===== src/rtl/mem_port_arbiter.sv =====
// mem_port_arbiter: round-robin sharing of one memory port between instruction fetch (0)
// and load/store (1), sequencing each access through a fixed latency.
module mem_port_arbiter #(
    parameter int MEM_LAT = 2,
    parameter int CNT_W   = 4
) (
    input  logic        clk,
    input  logic        rst,
    input  logic        req0,
    input  logic [31:0] addr0,
    input  logic        req1,
    input  logic [31:0] addr1,
    input  logic [31:0] wdata1,
    input  logic        we1,
    output logic        gnt0,
    output logic        gnt1,
    output logic        done0,
    output logic        done1,
    output logic [31:0] rdata,
    output logic        sel,
    output logic        mem_en,
    output logic        mem_we,
    output logic [31:0] mem_addr,
    output logic [31:0] mem_wdata,
    input  logic [31:0] mem_rdata
);
    typedef enum logic [1:0] {IDLE, BUSY, DONE} state_t;
    state_t           state;
    logic [CNT_W-1:0] cnt;
    logic             last;
    logic             owner;
    // on a tie the requester that did not win last time gets the port
    assign owner     = (req0 & req1) ? ~last : req1;
    assign mem_en    = state == BUSY;
    assign mem_we    = mem_en & sel & we1;
    assign mem_addr  = sel ? addr1 : addr0;
    assign mem_wdata = sel ? wdata1 : '0;
    always_ff @(posedge clk) begin
        if (rst) begin
            state <= IDLE;
            gnt0  <= 1'b0;
            gnt1  <= 1'b0;
            done0 <= 1'b0;
            done1 <= 1'b0;
            sel   <= 1'b0;
            rdata <= '0;
            cnt   <= '0;
            last  <= 1'b1;
        end else begin
            done0 <= 1'b0;
            done1 <= 1'b0;
            case (state)
                IDLE: if (req0 | req1) begin
                    state <= BUSY;
                    sel   <= owner;
                    gnt0  <= ~owner;
                    gnt1  <= owner;
                    cnt   <= CNT_W'(MEM_LAT - 1);
                    last  <= owner;
                end
                BUSY: begin
                    cnt <= cnt - 1'b1;
                    if (cnt == '0) begin
                        rdata <= mem_rdata;
                        state <= DONE;
                        done0 <= ~sel;
                        done1 <= sel;
                    end
                end
                DONE: begin
                    state <= IDLE;
                    gnt0  <= 1'b0;
                    gnt1  <= 1'b0;
                end
                default: state <= IDLE;
            endcase
        end
    end
endmodule


===== config.mk =====
export PLATFORM = sky130hd
export DESIGN_NAME = mem_port_arbiter
export DESIGN_NICKNAME = d
export VERILOG_FILES = /design/src/rtl/mem_port_arbiter.sv
export SDC_FILE = /design/constraint.sdc
export NUM_CORES = 1
export LEC_CHECK = 0
export CORE_MARGIN = 2
export CORE_UTILIZATION = 30
export CTS_CLUSTER_DIAMETER = 150
export DETAILED_ROUTE_END_ITERATION = 8
export PLACE_DENSITY = 0.8
export SYNTH_ARGS = -nofsm -noshare
export SYNTH_HDL_FRONTEND = slang
export SYNTH_SLANG_ARGS = --single-unit

===== constraint.sdc =====
create_clock -name clk -period 1.67 [get_ports clk]
set_input_delay 0.334 -clock clk [delete_from_list [all_inputs] [get_ports clk]]
set_output_delay 0.334 -clock clk [all_outputs]
set_load 0.02 [all_outputs]

==> metrics.md, run 1 <==
| Metric | Value |
|---|---|
| Minimum clock period | 1.75 ns |
| Count of yosys warnings during synthesis | 0 |
| Post-Syn Nets | 420 |
| CP Class | reg2out |
| Max cap viols | 0 |
| Final setup viols | 34 |
| Final period util | 105% |
| Hold depth | 2 |
| Wire per inst | 18.7 um |
| Layout cell share with drive strength beyond 1 | 34.4% |
| Post-DP HPWL | 8.36 mm |
| Setup crit end kind | primary output |
| Startpoint type of the worst setup path | register |
| Final instance area | approximately 5500 um^2 |
| Final Max Tran Viols | 0 |
| Core Box Area | 8130 um^2 |
| Setup ws final | -0.0822 ns |
| Peak supply drop | 0.000464 V |
| FF/Latch Area | between 800 and 900 um^2 |
| Hold WS | 0.468 ns |
| Die ar. | about 9000 um^2 |
| Flop-to-flop setup slack | ~0.08 ns |
| Placement Rows | 33 |
| Failing checks | setup timing |
| Synth cell types | 38 |
| HP Class | reg2reg |
| Relative slew slack | between 60% and 70% |
| Post-route ant nets | 0 |
| CTS tree | built |
| RSZ-0062 raised after global routing | yes |
| Crit Path Max Fanout | 7 |
| Worst-Skew Late Latency | 0.29 ns |
| Bufs on Longest Clock Path | 2 |
| Endpoints failing hold | 0 |
| #FFs+latches synth | 44 |
| Actual slew at the worst max-slew pin | 0.506 ns |
| Initial Util | 30.7% |
| Clock transition at path regs | 0.08 ns |
| Gate count of the mapped netlist | 285 |
| Global Route Usage Sum | 24.1% |
| First-pass GRT wire length | 16.8 mm |
| Met3 wire length | 1.03 mm |
| Nets | 667 |
| CTS buffer count | 5 |
| Final wirelength | 11.9 mm |
| 1st-pass router iterations | 4 |
| Top layer in use | met4 |
| Total gr overflow | 0 |
| Static leakage | 2.24 nW |
| Chip height | 95.2 um |
| Routed via count | approximately 3.2k |
| Avg Inst Size Synth | 8.75 um^2 |
| Maximum clock rate | 571 MHz |
| Syn-to-layout area delta | 121% |
| WL met2 | 6.21 mm |
| Sequential area share after synthesis | 35.3% |
| Placed Area | 4970 um^2 |
| Clock tree sinks | 44 |
| Worst Skew | 0.00972 ns |
| FF-to-FF path depth | 5 |
| Worst Path Required | 1.34 ns |
| Area of the multi-input gates | 1570 um^2 |
| Run status | finished with violations |
| Placer congestion estimate | 0.840 |
| Fill count | 649 |
| Largest net degree at the start of global routing | 45 |
| Vias in the first global route | 3189 |
| Post-DR vias/cell | 5.02 |
| CTS Root Cell | clkbuf_8 |
| Port Buffers | 235 |
| Non-filler instance count after layout | 637 |
| Antenna violations before repair | 0 |
| Diode count | 0 |
| Die X-Extent | 95.2 um |
| WP data arrival | about 1.4 ns |
| WL met1 | roughly 4.4 mm |
| Power per cell area | 739 nW/um^2 |
| Post-route DRC | 0 |
| DP Cell Count | a little over 600 |
| DRT iter0 DRCs | between 100 and 150 |
| H-tree Lvls | 2 |
| Ports | 236 |
| TNS Setup | -1.25 ns |
| Cts hold-fix bufs | 0 |
| Pwr Total | approximately 4 mW |
| Synthesized cell area | 2490 um^2 |
==> cell usage in the layout, fill, tap and decap left out, types with 2 or more instances in the layout <==
cell type          n
inv_1              3
nor2b_1            2
buf_2             11
mux2_2             9
nor2_1             6
o211ai_1           2
dfxtp_1           42
nand2_1            3
or3_1              2
o21ai_0            2
o21ai_2            9
nor3_1             2
nand4_1           32
and3_1             2
o21ai_1           22
nand2b_1           4
buf_8              5
and2_4            25
a21oi_1           37
clkbuf_2           2
clkdlybuf4s50_1  167
mux2_4            23
and2_1             7
clkbuf_16          2
ha_1               2
buf_16             2
clkbuf_8           7
buf_4             15
buf_6             60
buf_12             4
==> cells in the mapped netlist, drive strengths merged <==
cell	count	area, um^2
nor3b	1	12.5
a21oi	37	185
o211ai	2	15.0
nor3	2	10.0
o21ai	33	199
ha	2	25.0
or2	1	6.26
or3	2	12.5
nand2	3	11.3
a32oi	1	8.76
a211o	1	8.76
and3	2	12.5
buf	17	123
and2	32	200
dfxtp	44	881
nand3b	1	7.51
nand4	32	200
o31a	1	8.76
xor2	1	8.76
nor2b	2	12.5
a2bb2oi	1	15.0
a221o	1	10.0
nor2	7	26.3
mux2	32	360
clkbuf	14	53.8
or3b	2	20.0
nand3	2	15.0
inv	4	15.0
nand2b	4	25.0
a31oi	1	6.26
==> flip-flops by register name (all words and copies together) (netlist names) <==
signal,count
cnt,4
done0,1
done1,1
gnt0,1
gnt1,1
last,1
rdata,32
sel,1
state,2
==> report_power, final <==
group	switching [mW]	internal, mW
clock network	0.337	0.369
registers	0.0708	1.15
logic	1.03	1.12
==> layer usage <==
layer	global-route usage (%)	vias up
li1	-	1523
met1	26.7	1516
met2	45.1	136
met3	6.64	23
met4	6.16	0
met5	0	-
==> cells by family (layout without fill, tap and decap cells) <==
family / after synthesis / count (layout) / synth area share, %
buf+inv: 35 / 282 / 7.67
compound gates: 78 / 78 / 18.3
mux: 32 / 32 / 14.4
flops: 44 / 44 / 35.3
simple gates: 93 / 93 / 22.9
xor+xnor: 1 / 1 / 0.351
fa+ha+maj: 2 / 2 / 1.00
==> worst max-delay path: stages (launching register included) <==
cell and delay, ns:
dfxtp_4 0.41, buf_12 0.14, buf_8 0.11, mux2_4 0.32
buf_6 0.14
==> final timing paths <==
path              startpoint            to
hold reg to reg    rdata[22]     rdata[22]
hold / removal     rdata[22]     rdata[22]
setup reg to reg      cnt[0]     rdata[28]
setup / recovery         sel  mem_addr[28]
==> repair_timing <==
item,in CTS,in global routing
gates resized for setup,348,69
gates cloned,4,2
pin swaps,0,0
setup buffers,11,4
endpoints found under the setup margin,66,65
==> layout make-up <==
class / count / area share, %
tap: 105 / 2.38
clock buffer: 7 / 1.75
timing repair buffer: 271 / 51.0
inverter: 4 / 0.272
sequential: 44 / 16.1
multi-input combinational: 206 / 28.5
==> metrics by stage <==
stage	util [%]	setup WS, ns
3_5_place_dp	61.1	-0.315
5_1_grt	67.9	-0.137
2_1_floorplan	-	0.0583
3_3_place_gp	61.1	-0.308
4_1_cts	65.2	-0.149
6_report	67.9	-0.0822
(Power assumes the default switching activity.)
==> inputs of run 2 (changes only) <==
==> constraint.sdc (replaced) <==
create_clock -name clk -period 2 [get_ports clk]
set_input_delay 0.4 -clock clk [delete_from_list [all_inputs] [get_ports clk]]
set_output_delay 0.4 -clock clk [all_outputs]
set_load 0.02 [all_outputs]
==> run 2 against run 1 <==
- power fell by 24%
- the flow now finishes without violations
- utilization down 6.7 points
- setup slack improved by 0.14 ns
- combinational power down 31%
- largest cell class unchanged
- largest power group unchanged
- global-route usage fell by 3.4 points
==> metrics.md, run 2 (synthesis results as in run 1) <==
| Metric | Value |
|---|---|
| Setup Slack @ Placement | -0.0891 ns |
| Run status | finished, final reports clean |
| H-tree Lvls | 2 |
| Maximum clock rate | ~510 MHz |
| Post-CTS setup buffers | 0 |
| Clock tree sinks | 44 |
| Die X-Extent | 95.2 um |
| Power per cell area | between 600 and 700 nW/um^2 |
| Placement Rows | 33 |
| Int Power | 1.98 mW |
| Core Box Area | 8130 um^2 |
| Final wirelength | 10.6 mm |
| Placer congestion estimate | 0.817 |
| Final period util | 97.2% |
| Slowest stage cell on the critical path | dfxtp_4 |
| Max cap viols | 0 |
| CTS Root Cell | clkbuf_8 |
| Layout cell share with drive strength beyond 1 | 14.4% |
| Die ar. | 9060 um^2 |
| Clock transition at path regs | 0.08 ns |
| Setup ws final | 0.0553 ns |
| Antenna violations before repair | 0 |
| DRT iter0 DRCs | 119 |
| Sw Ratio | roughly 36% |
| Minimum clock period | 1.94 ns |
| RSZ-0062 raised after global routing | no |
| Worst Skew | 0.00490 ns |
| WP data arrival | between 1.5 and 2 ns |
| CP Class | reg2out |
| Crit path buf inv count | 2 |
| Post-DR vias/cell | approximately 5.0 |
| Peak supply drop | 0.000382 V |
| Final Max Tran Viols | 0 |
| Most common cell after layout, fill and taps aside | clkdlybuf4s50_1 |
| Post-DP HPWL | 8.11 mm |
| Worst Path Required | around 1.6 ns |
| Setup crit end kind | primary output |
| Bufs on Longest Clock Path | 2 |
| Largest Register | rdata |
| Biggest regs | rdata (32), cnt (4), state (2) |
| CTS buffer count | 5 |
| Cts hold-fix bufs | 0 |
| Post-route ant nets | 0 |
| Worst path max stage delay | 0.41 ns |
| CTS tree | built |
| Clock power share | between 10% and 20% |
| Diode count | 0 |
| Logic pwr share | between 40 and 50% |
| Wire per inst | between 15 and 20 um |
| Worst-Skew Late Latency | 0.29 ns |
| HP Class | reg2reg |
| Routed via count | slightly above 3k |
| Non-filler instance count after layout | 613 |
| Ports | 236 |
| Startpoint type of the worst setup path | register |
| Largest net degree at the start of global routing | 45 |
| DP Cell Count | 605 |
| Worst path cell trace | buf_12 -> mux2_2 -> dlygate4sd2_1 |
| Final setup viols | 0 |
| Largest delay contributor family on the critical path | buffers and inverters |
| Vias in the first global route | 2797 |
| Endpoints failing hold | 0 |
| Actual slew at the worst max-slew pin | 0.490 ns |
| Port Buffers | approximately 240 |
| Flop pwr share | 32.9% |
| Total gr overflow | 0 |
| Initial Util | 30.7% |
| Post-route DRC | 0 |
| Static leakage | 2.00 nW |
| Syn-to-layout area delta | 99.5% |
| Relative slew slack | about two thirds |
| 1st-pass router iterations | 4 |
| Hold WS | 0.464 ns |
| Crit Path Max Fanout | 19 |
| Largest register FFs | 32 |
| Most frequent cells in the layout | clkdlybuf4s50_1, dlygate4sd2_1, dfxtp_1 |
| Switch Pwr | ~1.1 mW |
| First-pass GRT wire length | 14.5 mm |
| Nets | 643 |
| Global Route Usage Sum | between 20% and 30% |
| Chip height | roughly 95 um |
run 2: cell count changes in the layout (fill, tap and decap cells not counted), sizes merged:
| cell | before | now |
|---|---|---|
| buf | 97 | 16 |
| dlygate4sd2 | 1 | 60 |
| clkbuf | 11 | 8 |
| clkdlybuf4s15 | 1 | 0 |
| clkdlybuf4s50 | 167 | 169 |
run 2: final timing paths:
kind             start            to  slack [ns]  depth (start not counted)
max                sel  mem_addr[26]        0.06                          3
min          rdata[19]     rdata[19]        0.46                          2
max reg2reg     cnt[0]     rdata[27]        0.36                          5
min reg2reg  rdata[19]     rdata[19]        0.46                          2
run 2: power groups by stage:
| stage | Sequential (mW) | Clock [mW] | Combinational [mW] |
|---|---|---|---|
| after floorplan | 1.12 | 0 | 0.750 |
| after global placement | 1.03 | 0 | 1.52 |
| after detailed placement | 1.04 | 0 | 1.54 |
| after CTS | 1.02 | 0.611 | 1.48 |
| after global routing | 1.03 | 0.644 | 1.57 |
| final | 1.02 | 0.600 | 1.48 |
run 2: stage by stage:
stage | cell area (um^2) | total power, mW | setup TNS [ns] | utilization (%)
floorplan | 2490 | 1.87 | 0 | -
global placement | 4930 | 2.55 | -0.435 | 60.6
detailed placement | 4930 | 2.58 | -0.642 | 60.6
CTS | 4950 | 3.11 | 0 | 60.8
global route | 4980 | 3.25 | 0 | 61.2
finish | 4980 | 3.10 | 0 | 61.2
run 2: worst reg2reg max path, delay by kind of cell, from the launching register on:
family / cells / cell delay [ns]
adder cells (fa/ha/maj): 1 / 0.17
buffers and inverters: 1 / 0.09
flip-flops: 1 / 0.34
AO/OA/AOI/OAI: 2 / 0.35
AND/OR/NAND/NOR: 1 / 0.58
run 2: area by class of cell:
class	count	area, um^2
clock buffers	7	96.3
fillers	730	3160
inverters	4	15.0
multi-input cells	206	1430
flip-flops and latches	44	885
well taps	105	131
repair buffers	247	2420
run 2: timing repair:
| item | 4_1_cts | 5_1_grt |
|---|---|---|
| gates resized for setup | 60 | 2 |
| gates cloned | 0 | 1 |
| pin swaps | 0 | 0 |
| setup endpoints to repair | 60 | 13 |
run 2: layer usage:
| metal | vias up | track usage (%) | wire length (um) |
|---|---|---|---|
| met4 | 0 | 6.28 | 214 |
| met3 | 19 | 6.01 | 1050 |
| met2 | 140 | 36.6 | 5270 |
| met5 | - | 0 | 0 |
| met1 | 1441 | 24.2 | 4040 |
| li1 | 1476 | - | - |
==> inputs of run 3 (changes only) <==
--- a/config.mk
+++ b/config.mk
@@ -5,11 +5,10 @@
 export SDC_FILE = /design/constraint.sdc
 export NUM_CORES = 1
 export LEC_CHECK = 0
-export CORE_MARGIN = 2
-export CORE_UTILIZATION = 30
+export CORE_UTILIZATION = 31
 export CTS_CLUSTER_DIAMETER = 150
 export DETAILED_ROUTE_END_ITERATION = 8
-export PLACE_DENSITY = 0.8
+export PLACE_DENSITY = 0.82
 export SYNTH_ARGS = -nofsm -noshare
 export SYNTH_HDL_FRONTEND = slang
 export SYNTH_SLANG_ARGS = --single-unit
==> run 3 against run 2 <==
- final cell count down 0.33%
- non-clock buffer count shrank 2
- critical path depth is the same
- clock-buffer cell count unchanged
- global-route usage up 3.6 points
- utilization rose by 2.9 points
- maximum frequency rose by 0.31%
- clock power down 3%
- routed wire length up 0.14%
- via count decreased by 0.98%
- flip-flop and latch count is the same
- critical endpoint unchanged
- largest cell class unchanged
==> metrics.md, run 3 (synthesis results as in run 1) <==
| Metric | Value |
|---|---|
| Placement Rows | 32 |
| First-pass GRT wire length | about 16 mm |
| Bufs on Longest Clock Path | 2 |
| Post-route ant nets | 0 |
| Total gr overflow | 0 |
| Final Max Tran Viols | 0 |
| Post-DP HPWL | around 8 mm |
| Initial Util | 32.1% |
| Relative slew slack | 67.0% |
| CTS Root Cell | clkbuf_8 |
| Non-filler instance count after layout | between 600 and 700 |
| Grt met3 use | 5.97% |
| Vias in the first global route | 3030 |
| Worst Skew | 0.00569 ns |
| Port Buffers | 235 |
| Peak supply drop | 0.000391 V |
| Crit Path Max Fanout | 22 |
| Die ar. | 8410 um^2 |
| GR Layer Usage met2 | 44.9% |
| Worst Path Required | 1.60 ns |
| Static leakage | just over 2 nW |
| Biggest regs | rdata (32), cnt (4), state (2) |
| Largest net degree at the start of global routing | 45 |
| Final wirelength | 10.6 mm |
| Syn-to-layout area delta | 99.4% |
| DP Cell Count | 600 |
| Startpoint type of the worst setup path | register |
| Placer congestion estimate | 0.860 |
| Clock tree sinks | 44 |
| Maximum clock rate | a little over 500 MHz |
| Setup crit end kind | primary output |
| RSZ-0062 raised after global routing | no |
| CTS tree | built |
| Ports | 236 |
| DRT iter0 DRCs | 122 |
| Largest register FFs | 32 |
| Final period util | a little over nine tenths |
| Max cap viols | 0 |
| Pwr Total | between 3 and 4 mW |
| Power per cell area | 618 nW/um^2 |
| Worst-Skew Late Latency | 0.29 ns |
| Post-route DRC | 0 |
| 1st-pass router iterations | 4 |
| Most frequent cells in the layout | clkdlybuf4s50_1, dlygate4sd2_1, dfxtp_1 |
| Final setup viols | 0 |
| Busiest layer in global routing | met2 |
| Routed via count | 3046 |
| H-tree Lvls | 2 |
| Post-DR vias/cell | around 5 |
| Global Route Usage Sum | 24.4% |
| Post-CTS setup buffers | 0 |
| Clock transition at path regs | 0.08 ns |
| Run status | finished, final reports clean |
| Wire per inst | 17.3 um |
| Antenna violations before repair | 2 |
| GR Layer Usage met1 | between 20% and 30% |
| Core Box Area | 7770 um^2 |
| CTS buffer count | 5 |
| Chip height | 91.7 um |
| CP Class | reg2out |
| Post-layout util | between 60% and 70% |
| Endpoints failing hold | 0 |
| Fill count | 661 |
| Die X-Extent | approximately 92 um |
| Layout cell share with drive strength beyond 1 | 14.8% |
| Minimum clock period | 1.94 ns |
| Actual slew at the worst max-slew pin | 0.496 ns |
| Most common cell after layout, fill and taps aside | clkdlybuf4s50_1 |
| WP data arrival | 1.54 ns |
| Largest Register | rdata |
| TNS Setup | 0 ns |
| Nets | 641 |
| HP Class | reg2reg |
[run 3: final timing paths]
check	start	endpoint	slack, ns	depth (start not counted)
worst min-delay path	rdata[22]	rdata[22]	0.46	2
worst min register to register	rdata[22]	rdata[22]	0.46	2
worst max-delay path	sel	mem_addr[26]	0.06	3
worst max register to register	cnt[0]	rdata[29]	0.36	5
[run 3: report_power, final]
part | internal, mW | switching, mW | total [mW] | leakage (nW)
logic | 0.706 | 0.771 | 1.48 | 1.64
registers | 0.963 | 0.0538 | 1.02 | 0.359
clock network | 0.281 | 0.302 | 0.583 | 0.0445
[run 3: area by class of cell]
type	count	area [um^2]	area share, %
flip-flops and latches	44	885	17.8
diodes	2	5.00	0.101
clock inverters	1	7.51	0.151
multi-input cells	206	1430	28.6
repair buffers	245	2420	48.7
well taps	102	128	2.56
clock buffers	7	86.3	1.73
inverters	4	15.0	0.302
[run 3: routing by layer]
metal	share of wire (%)	routed length [um]	vias up
met5	0	0	-
met4	3.4	362	0
met3	7.1	748	22
met2	52	5520	135
met1	37	3940	1421
li1	-	-	1468
[run 3: per-stage QoR]
| stage | setup WS [ns] | hold WS, ns | area (um^2) |
|---|---|---|---|
| 6_report | 0.0614 | 0.464 | 4980 |
| 4_1_cts | 0.00161 | 0.464 | 4970 |
| 3_3_place_gp | -0.0634 | 0.448 | 4900 |
| 3_5_place_dp | -0.0563 | 0.455 | 4900 |
| 2_1_floorplan | 0.322 | 0.482 | 2490 |
| 5_1_grt | 0.0178 | 0.488 | 4980 |
[run 3: repair_timing]
| action | 4_1_cts | 5_1_grt |
|---|---|---|
| gates resized for setup | 59 | 9 |
| setup endpoints to repair | 54 | 8 |
| pin swaps | 0 | 0 |
| cloned | 1 | 0 |
| hold buffers | 0 | 0 |
[run 3: worst max-delay path: stages (launching register included)]
cell and delay (ns):
dfxtp_4 0.39, buf_12 0.17, mux2_2 0.35, dlygate4sd2_1 0.33
==> RTL edit 1 (flow settings as in run 1) <==
The 3 states of `state_t` get a one-hot encoding in 3 bits.
--- a/src/rtl/mem_port_arbiter.sv
+++ b/src/rtl/mem_port_arbiter.sv
@@ -24,7 +24,7 @@
     output logic [31:0] mem_wdata,
     input  logic [31:0] mem_rdata
 );
-    typedef enum logic [1:0] {IDLE, BUSY, DONE} state_t;
+    typedef enum logic [2:0] {IDLE = 3'b001, BUSY = 3'b010, DONE = 3'b100} state_t;
     state_t           state;
     logic [CNT_W-1:0] cnt;
     logic             last;
Function: no difference found for any inputs over 10 cycles, from zero or initial values and one cycle with rst high; not proved beyond that.
==> RTL edit 1 against run 1 <==
- clock power grew 3%
- setup slack lost 0.074 ns
- wire length grew 0.39%
- maximum frequency shrank 4.1%
- first-iteration DRC count shrank 39%
- non-clock buffer count shrank 1
- worst hold slack gained 0.0067 ns
- critical endpoint is now mem_addr[31]
- largest power group unchanged
- total power shrank 15%
- synthesized area shrank 4.4%
- final area shrank 4.0%
- the run still ends with negative setup slack left
- sequential cell count grew 1
- count of clock-buffer cells in the layout is the same
- register-to-register slack gained 0.06 ns
- global-route usage grew 0.97 points
==> RTL edit 1: results (changes against run 1) <==
Layout
  – Final instance area: 5300 µm² (-4.0%)
  – Multi-input gates: 202 (-1.9%)
  – Reg area: 907 µm² (+2.4%)
  – Fillers: 586 (-9.7%)
  – Non-clk buf share: 0.509 (-0.00134)
  – Regs by FF count: rdata x32, cnt x4, state x3
  – Final std cells w/o fill: 631 (-0.94%)
  – Area occupied by multi-input gates: 1450 µm² (-8.1%)

STA
  – Final setup violation count: 57 (+68%)
  – Slew margin rel.: 0.728 (+0.0653)
  – Setup TNS: -3.34 ns (-2.10 ns)
  – Setup Skew: 0.00527 ns (-0.00445 ns)
  – Worst hold slack: 0.475 ns (+0.00667 ns)
  – Final setup margin: -0.156 ns (-0.0741 ns)

Placement
  – Placed Instances: 610 (-0.16%)
  – Worst slack, placed: -0.269 ns (+0.0459 ns)
  – Dpl hpwl: 8.61 mm (+2.9%)
  – Placed inst area: 4910 µm² (-1.1%)

Synth
  – Adder-cell area share of the yosys netlist: 0.0105 (+0.000458)
  – Post-synthesis compound-gate area fraction: 0.181 (-0.00161)
  – Fraction of synthesized cell area in xor and xnor cells: 0.00367 (+0.000160)
  – Syn_nets: 414 (-1.4%)
  – Syn Area/Cell: 8.55 µm² (-2.3%)
  – Mux share of post-synthesis cell area: 0.151 (+0.00659)
  – Seq/Total Area, Yosys: 0.378 (+0.0245)
  – Top area cells in the synthesized netlist: dfxtp_1 38%, mux2_2 15%, and2_1 8.4%, a21oi_1 7.8%, o21ai_0 7.8%
  – Synth cell types: 34 (-11%)
  – Synth cell count leaders: 45 x dfxtp_1, 37 x a21oi_1, 37 x o21ai_0
  – Post-Synthesis Cells: 279 (-2.1%)

Critical path
  – R2R Setup Slk: 0.14 ns (+0.06 ns)
  – Top cell family by delay on the critical path: buffers and inverters
  – Largest fanout on the critical path: 6 (-1)
  – R2R Path End: rdata[7]

Route
  – Vias: 3137 (-1.9%)
  – DR WL/cell: 19.0 µm (+1.3%)

Power and ir drop
  – Maximum vdd drop: 0.514 mV (+11%)
  – Leak: 2.17 nW (-3.3%)

Status
  – Failing checks: negative setup slack
  – Status: finished, violations left

Clock tree
  – Clk sinks: 45 (+2.3%)

Global route
  – Pin count of the biggest net entering global routing: 37 (-18%)
  – GRT Total Usage: 0.251 (+0.00968)

Worst hold path
  – Worst Hold Path EP: rdata[21]
## RTL edit 1: worst max-delay path by stage
stage	cells past startpoint	start	end
floorplan	3	sel	mem_addr[17]
global placement	3	addr0[4]	mem_addr[4]
detailed placement	3	addr0[25]	mem_addr[25]
CTS	4	state[0]	mem_we
global route	5	sel	mem_addr[14]
finish	5	sel	mem_addr[31]
## RTL edit 1: routing by layer
metal	routed length (µm)	track usage	vias up
met4	506	0.105	0
met5	0	0	-
met3	1040	0.0709	28
met2	5920	0.435	139
met1	4530	0.289	1491
li1	-	-	1479
## RTL edit 1: timing repair
item | 4_1_cts | 5_1_grt
cloned | 2 | 2
hold endpoints to repair | 0 | 0
pin swaps | 0 | 1
gates resized for setup | 298 | 67
setup endpoints to repair | 67 | 96
setup buffers | 5 | 4
## RTL edit 1: report_power, final
group / switching [W] / internal, W / total, W
Clock: 0.000349 / 0.000374 / 0.000723
Sequential: 0.0000290 / 0.00112 / 0.00115
Combinational: 0.000693 / 0.000886 / 0.00158
Total: 0.00107 / 0.00238 / 0.00345
==> RTL edit 2 (config.mk and constraints of run 1) <==
Without the edit above. The parameter `CNT_W` goes from 4 to 6.
--- a/src/rtl/mem_port_arbiter.sv
+++ b/src/rtl/mem_port_arbiter.sv
@@ -2,7 +2,7 @@
 // and load/store (1), sequencing each access through a fixed latency.
 module mem_port_arbiter #(
     parameter int MEM_LAT = 2,
-    parameter int CNT_W   = 4
+    parameter int CNT_W   = 6
 ) (
     input  logic        clk,
     input  logic        rst,
Check against the original RTL: same outputs for any inputs over 10 cycles, from zero or initial values and one cycle with rst high; that may be too few to reach the edited logic, so the function may still have changed.
==> RTL edit 2 against run 1 <==
- the run still ends with negative setup slack left
- total power rose by 13%
- synthesized area rose by 7.6%
- final area rose by 1.2%
- clock power rose by 3.4%
- synthesized cell count fell by 0.35%
- sequential cell count rose by 2
- wire length fell by 1.8%
- register-to-register slack got worse by 0.03 ns
- clock skew rose by 0.0022 ns
- setup slack got worse by 0.027 ns
- largest cell class unchanged
==> RTL edit 2: results (changes against run 1) <==
Status
  – Status: finished, violations left
  – Failing checks: negative setup slack

Power and ir drop
  – Psw: 0.00156 W (+8.7%)
  – Leak: 2.35 nW (+5.0%)
  – Maximum vdd drop: 0.486 mV (+4.8%)

Global route
  – GRT Total Usage: 0.224 (-0.0173)
  – GR Layer Usage met3: 0.0830 (+0.0166)
  – Initial antenna violation count: 10 (+10)
  – Pin count of the biggest net entering global routing: 31 (-31%)
  – Met1 usage: 0.237 (-0.0306)

Route
  – DR iter-0 viols: 80 (-39%)
  – DR WL/cell: 17.7 µm (-5.5%)
  – Post-Route WL: 11.7 mm (-1.8%)

Critical path
  – R2r startpoint: cnt[2]
  – R2R Path End: rdata[7]
  – Largest fanout on the critical path: 12 (+5)
  – R2R Setup Slk: 0.05 ns (-0.03 ns)
  – Top cell family by delay on the critical path: buffers and inverters
  – Critical Path AT: 1.45 ns (+0.03 ns)

Layout
  – Area growth from synthesis to layout: 108%
  – Fillers: 728 (+12%)
  – Sequential share of cell area: 0.166 (+0.00571)
  – Clock buffers and inverters, area share: 0.0170 (-0.000431)
  – Fraction of layout cells with a size suffix above 1: 0.324 (-0.0198)
  – Multi-input combinational area share: 0.310 (+0.0246)
  – Layout Nets: 680 (+1.9%)
  – Non-clk buf share: 0.474 (-0.0359)
  – Multi-input gates: 208 (+0.97%)
  – Non-CTS buffers: 277 (+2.2%)
  – Non-clock inverters: 7 (+3)
  – Seq Cell Count: 46 (+4.5%)
  – Diode count: 8 (+8)
  – Regs by FF count: rdata x32, cnt x6, state x2

Worst hold path
  – Worst hold path class: in2reg
  – Hold Startpoint: rst
  – Worst Hold Path EP: sel

Placement
  – Global placement routability congestion: 0.898 (+6.9%)
  – Dpl hpwl: 9.15 mm (+9.4%)
  – Worst slack, placed: -0.325 ns (-0.00951 ns)
  – Placed Instances: 622 (+1.8%)

Clock tree
  – Post CTS Setup Buffer Count: 12 (+1)

Synth
  – Adder-cell area share of the yosys netlist: 0.00932 (-0.000706)
  – Seq/Total Area, Yosys: 0.343 (-0.00994)
  – Synth cell types: 34 (-11%)
  – Fraction of synthesized cell area in xor and xnor cells: 0 (-0.00351)
  – Syn_nets: 419 (-0.24%)
  – Post-Synthesis Cells: 284 (-0.35%)
  – Top_reg_cell synth: dfxtp_1
  – Mux share of post-synthesis cell area: 0.254 (+0.109)
  – Top area cells in the synthesized netlist: dfxtp_1 34%, nand2b_1 16%, mux2_2 13%, mux2i_1 12%, and2_1 7.5%

STA
  – Worst hold slack: 0.427 ns (-0.0412 ns)
  – Final setup margin: -0.109 ns (-0.0269 ns)
  – Final setup violation count: 51 (+50%)
  – Worst-Margin Slew: 0.379 ns (-0.128 ns)
  – Setup TNS: -2.41 ns (-1.17 ns)
  – Setup Skew: 0.0119 ns (+0.00218 ns)

Floorplanning
  – Core box area: 8680 µm² (+6.7%)
[RTL edit 2: cell count changes after synthesis, sizes merged, moves of 4 or more]
| cell | change |
|---|---|
| nand2b | +64 |
| a21oi | -33 |
| mux2i | +32 |
| o21ai | -32 |
| buf | -9 |
| a31o | +4 |
| nand4 | -32 |
| nor2 | -5 |
[RTL edit 2: power by group through the flow]
stage / combinational [W] / clock [W] / sequential, W
floorplan: 0.000984 / 0 / 0.00155
global placement: 0.00219 / 0 / 0.00141
detailed placement: 0.00222 / 0 / 0.00141
CTS: 0.00221 / 0.000763 / 0.00139
global route: 0.00261 / 0.000806 / 0.00142
finish: 0.00246 / 0.000729 / 0.00139
[RTL edit 2: routing by layer]
layer	vias to the layer above	part of all wire	routed length, µm
met5	-	0.0021	25
met3	22	0.086	1010
li1	1481	-	-
met4	4	0.040	465
met2	135	0.51	5950
met1	1395	0.36	4270
